$ cat src/rtl/serial_subtractor.sv
// ----------------------------------------------------------------------------
// serial_subtractor : bit-serial D = A - B - Bin, LSB first, registered borrow
// Revision : 1.0
// ----------------------------------------------------------------------------
`default_nettype none

module serial_subtractor #(
  parameter int WIDTH = 8
) (
  input  logic             clk,
  input  logic             rst_n,
  input  logic             start,
  input  logic [WIDTH-1:0] A,
  input  logic [WIDTH-1:0] B,
  input  logic             Bin,
  output logic             busy,
  output logic             done,
  output logic [WIDTH-1:0] D,
  output logic             Bout,
  output logic             V
);

  localparam int CW = (WIDTH > 1) ? $clog2(WIDTH) : 1;

  localparam logic [1:0] S_IDLE = 2'd0;
  localparam logic [1:0] S_RUN  = 2'd1;
  localparam logic [1:0] S_DONE = 2'd2;

  logic [1:0]       state_q, state_d;
  logic [WIDTH-1:0] a_sr_q, a_sr_d;
  logic [WIDTH-1:0] b_sr_q, b_sr_d;
  logic [WIDTH-1:0] res_q, res_d;
  logic [WIDTH-1:0] d_q, d_d;
  logic [CW-1:0]    cnt_q, cnt_d;
  logic             borrow_q, borrow_d;
  logic             a_msb_q, a_msb_d;
  logic             b_msb_q, b_msb_d;
  logic             bout_q, bout_d;
  logic             v_q, v_d;

  logic             diff_bit;
  logic             borrow_nxt;
  logic             last_bit;

  // State register
  always_ff @(posedge clk or negedge rst_n) begin
    if (!rst_n) begin
      state_q <= S_IDLE;
    end else begin
      state_q <= state_d;
    end
  end

  // Next-state logic
  always_comb begin
    state_d = state_q;
    case (state_q)
      S_IDLE:  if (start) state_d = S_RUN;
      S_RUN:   if (last_bit) state_d = S_DONE;
      S_DONE:  state_d = S_IDLE;
      default: state_d = S_IDLE;
    endcase
  end

  // Output logic
  always_comb begin
    busy = (state_q == S_RUN);
    done = (state_q == S_DONE);
  end

  // Full-subtractor cell
  always_comb begin
    diff_bit   = a_sr_q[0] ^ b_sr_q[0] ^ borrow_q;
    borrow_nxt = (~a_sr_q[0] & b_sr_q[0]) | (~a_sr_q[0] & borrow_q) | (b_sr_q[0] & borrow_q);
    last_bit   = (cnt_q == CW'(WIDTH - 1));
  end

  always_comb begin
    a_sr_d   = a_sr_q;
    b_sr_d   = b_sr_q;
    res_d    = res_q;
    d_d      = d_q;
    cnt_d    = cnt_q;
    borrow_d = borrow_q;
    a_msb_d  = a_msb_q;
    b_msb_d  = b_msb_q;
    bout_d   = bout_q;
    v_d      = v_q;
    case (state_q)
      S_IDLE: begin
        if (start) begin
          a_sr_d   = A;
          b_sr_d   = B;
          borrow_d = Bin;
          cnt_d    = '0;
          a_msb_d  = A[WIDTH-1];
          b_msb_d  = B[WIDTH-1];
        end
      end
      S_RUN: begin
        a_sr_d   = a_sr_q >> 1;
        b_sr_d   = b_sr_q >> 1;
        res_d    = {diff_bit, res_q[WIDTH-1:1]};
        borrow_d = borrow_nxt;
        cnt_d    = cnt_q + CW'(1);
        // Visible results update only once the final bit is in.
        if (last_bit) begin
          d_d    = {diff_bit, res_q[WIDTH-1:1]};
          bout_d = borrow_nxt;
          v_d    = (a_msb_q ^ b_msb_q) & (diff_bit ^ a_msb_q);
        end
      end
      default: ;
    endcase
  end

  always_ff @(posedge clk or negedge rst_n) begin
    if (!rst_n) begin
      a_sr_q   <= '0;
      b_sr_q   <= '0;
      res_q    <= '0;
      d_q      <= '0;
      cnt_q    <= '0;
      borrow_q <= 1'b0;
      a_msb_q  <= 1'b0;
      b_msb_q  <= 1'b0;
      bout_q   <= 1'b0;
      v_q      <= 1'b0;
    end else begin
      a_sr_q   <= a_sr_d;
      b_sr_q   <= b_sr_d;
      res_q    <= res_d;
      d_q      <= d_d;
      cnt_q    <= cnt_d;
      borrow_q <= borrow_d;
      a_msb_q  <= a_msb_d;
      b_msb_q  <= b_msb_d;
      bout_q   <= bout_d;
      v_q      <= v_d;
    end
  end

  assign D    = d_q;
  assign Bout = bout_q;
  assign V    = v_q;

endmodule

`default_nettype wire

$ cat config.mk
export PLATFORM = sky130hd
export DESIGN_NAME = serial_subtractor
export DESIGN_NICKNAME = d
export VERILOG_FILES = /design/src/rtl/serial_subtractor.sv
export SDC_FILE = /design/constraint.sdc
export NUM_CORES = 1
export LEC_CHECK = 0
export ABC_AREA = 1
export BUFFER_PORTS_ARGS = -buffer_cell sky130_fd_sc_hd__buf_2
export CORE_ASPECT_RATIO = 1.1
export CORE_UTILIZATION = 50
export DETAILED_ROUTE_END_ITERATION = 8
export HOLD_SLACK_MARGIN = 0.02
export PLACE_DENSITY_LB_ADDON = 0.12
export SLEW_MARGIN = 20
export SYNTH_ARGS = -nofsm -noshare
export SYNTH_HDL_FRONTEND = slang
export SYNTH_SLANG_ARGS = --single-unit
$ cat constraint.sdc
create_clock -name clk -period 1.3 [get_ports clk]
set_input_delay 0.26 -clock clk [delete_from_list [all_inputs] [get_ports clk]]
set_output_delay 0.26 -clock clk [all_outputs]
set_load 0.1 [all_outputs]
==> summary.md <==
| Metric | Value |
|---|---|
| DIE AREA | `~4200 µm²` |
| CTS tree | `done` |
| Final setup fails | `3` |
| Row cnt | `23` |
| Largest net degree at the start of global routing | `28` |
| Fin crit period | `between 1 and 1.5 ns` |
| Area after DPL | `2380 µm²` |
| Critical Path Fanout Max | `4` |
| Worst-Skew Late Latency | `roughly 0.29 ns` |
| Via count | `1,612` |
| Commonest cells after routing, fill and taps aside | `nand2_1 (58), nand3_1 (48), dfrtp_1 (39), inv_1 (39), buf_2 (19)` |
| Tightest Pin Transition | `0.363 ns` |
| Die height | `67.6 µm` |
| Worst Setup SP | `state_q[0]` |
| Synth Register Bits | `41` |
| Largest stage delay, worst path | `0.45 ns` |
| Die X | `61.7 µm` |
| Worst-path clk slew | `roughly 0.080 ns` |
| Max Root-Sink Buffers | `2` |
| Total global-route track usage | `0.229` |
| Pins Over Slew Limit | `0` |
| GPL Wtd Cong | `0.761` |
| Net Sw Frac | `0.455` |
| Final hold vios | `0` |
| Hold/Removal Path Class | `in -> reg` |
| NumNets Final | `303` |
| Largest delay share family, worst path | `flip-flops` |
| Critical path endpoint category | `output pin` |
| CP Depth | `3` |
| Cts bufs inserted | `5` |
| Power share of the clock group | `0.128` |
| FMAX | `709 MHz` |
| Most frequent cell on the critical path | `buf_12` |
| Combinational fraction of design power | `0.573` |
| Library cells used by synthesis | `18` |
| WP data required | `~1.0 ns` |
| Wire per inst | `between 10 and 15 µm` |
| Gr busiest metal | `met2` |
| Vias in the first global route | `around 1,600` |
| Critical path arrival | `between 1 and 1.5 ns` |
| IO Port Bufs | `31` |
| Met3 Use GR | `0.0651` |
| Sequential share of the synthesized area | `0.524` |
| Beginning of the worst register-to-register path | `a_sr_q[0]` |
| Via density | `4.88` |
| CTS Root Cell | `clkbuf_8` |
| Syn Area/Cell | `8.30 µm²` |
| Slowest cell on crit path | `dfrtp_2` |
| DRC viols | `0` |
| Peak supply drop | `roughly 0.0012 V` |
| Global-route wire length before repair | `~6.8 mm` |
| Met2 global-route usage | `0.405` |
| Commonest non-fill, non-tap cell in the layout | `nand2_1` |
| H-tree depth | `2` |
| Clock skew | `between 0.01 and 0.015 ns` |
| Hold WS | `around 0.20 ns` |
| Max Cap Viol | `0` |
| YS warnings | `0` |
| Status | `finished with violations` |
| Clock sink total | `41` |
| Synth-to-Final Area Change | `33.0%` |
| Failing checks | `negative setup slack` |
| Worst setup margin | `-0.110 ns` |
| PwrDens | `2940 nW/µm²` |
| Crit path to | `done` |
| Fillers | `324` |
| R2R depth | `7` |
| Fin crit share | `1.08` |
| Iter 0 DRT Violations | `slightly above 60` |
| Int Power | `0.00417 W` |
| GR Overflow Total | `0` |
| RR Endpoint | `V` |
| Reg power frac | `0.299` |
| Max-slew headroom | `0.758` |
| Finished Cell Area | `2610 µm²` |
| Cells after synthesis | `236` |
| Layout cell share with drive strength beyond 1 | `0.264` |
| Drt total wl | `between 4 and 5 mm` |
| Antenna Nets Post-Route | `0` |
| Initial antenna violation count | `0` |
| Flop2flop setup slack | `-0.02 ns` |
| Static Leak | `1.39 nW` |
| Ports | `32` |
| Unrepaired setup endpoints after global routing | `true` |
| Crit path buf inv count | `2` |
| GR Util met1 | `0.262` |
| Crit path cell chain | `buf_12, nor2_4, buf_12` |
| Mapped Nets | `roughly 260` |
| Critical path class | `reg -> out` |
| Synthesized area | `1960 µm²` |
| Drt pass-1 iters | `4` |
| HPWL Detailed | `~2.6 mm` |
| Startpoint Class | `register` |
| NetSw | `0.00348 W` |
| Area of the core | `3680 µm²` |
| Placement Setup Slack | `-0.0481 ns` |
| Initial core utilization | `0.532` |
| Antenna diodes | `0` |
==> tightest hold or removal path, stage by stage <==
cell	delay, ns
buf_2	0.08
nand2_1	0.05
o21ai_0	0.06
==> cells by family (layout without fill, tap and decap cells) <==
kind of cell,Yosys count,in the layout,synth area share
simple gates,116,117,0.265
buf+inv,55,98,0.134
flops,41,41,0.524
compound gates,21,21,0.0543
fa+ha+maj,3,3,0.0230
==> cell usage after synthesis <==
cell,n,area (µm²)
fa_1,1,20.0
ha_1,2,25.0
nor2_4,1,11.3
dfrtp_1,41,1030
inv_2,1,3.75
nor2_1,2,7.51
nor2_2,2,12.5
o21ai_1,6,30.0
nand2_1,58,218
inv_1,42,158
nand2_2,4,25.0
buf_6,6,67.6
a21oi_1,1,5.00
o22ai_1,1,6.26
buf_2,5,25.0
buf_4,1,7.51
nand3_1,49,245
o21ai_0,13,65.1
==> registers in the layout, indices dropped and copies added (netlist names), 2 cells and up <==
signal / cells
D: 8
res_q: 7
b_sr_q: 8
state_q: 2
cnt_q: 3
a_sr_q: 8
==> repair_timing <==
item                                    in CTS  in global routing
gates cloned                                 0                  1
hold buffers                                 1                  0
buffers inserted                             3                  1
endpoints found under the setup margin       8                 25
hold endpoints to repair                    14                  0
pin swaps                                    6                  6
resized for setup                            7                 16
==> area by class of cell <==
class	instances	area, µm²	area share
tap	50	62.6	0.0240
clock inverter	2	35.0	0.0134
sequential	41	1030	0.395
inverter	43	164	0.0629
timing repair buffer	48	509	0.195
multi-input combinational	141	737	0.283
clock buffer	5	68.8	0.0264
==> power groups by stage <==
stage               Clock (W)  Sequential, W  Combinational (W)
floorplan                   0        0.00309            0.00191
CTS                   0.00101        0.00228            0.00418
finish               0.000977        0.00229            0.00438
global route          0.00108        0.00236            0.00478
detailed placement          0        0.00229            0.00399
global placement            0        0.00227            0.00391
==> worst min-delay path by stage <==
stage	start	endpoint	slack, ns	cells after the start
after floorplan	rst_n	Bout	-0.04	0
after global placement	rst_n	D[6]	0.19	1
after detailed placement	rst_n	D[5]	0.19	1
after CTS	A[7]	a_msb_q	0.19	3
after global routing	A[7]	a_msb_q	0.20	3
final	A[7]	a_msb_q	0.20	3
==> stage by stage <==
stage | total power (W) | TNS, ns | std cells | util
2_1_floorplan | 0.00500 | -1.72 | 236 | -
3_3_place_gp | 0.00618 | -0.00576 | 317 | 0.647
3_5_place_dp | 0.00628 | -0.0483 | 317 | 0.647
4_1_cts | 0.00747 | -0.240 | 328 | 0.689
5_1_grt | 0.00821 | -0.392 | 330 | 0.707
6_report | 0.00765 | -0.201 | 330 | 0.707
==> metal layers <==
layer	up-vias	wire length [µm]
met2	34	2140
met1	750	1750
met4	0	60
met5	-	0
met3	7	128
li1	821	-
No activity file was read; power rests on OpenSTA's default activity.
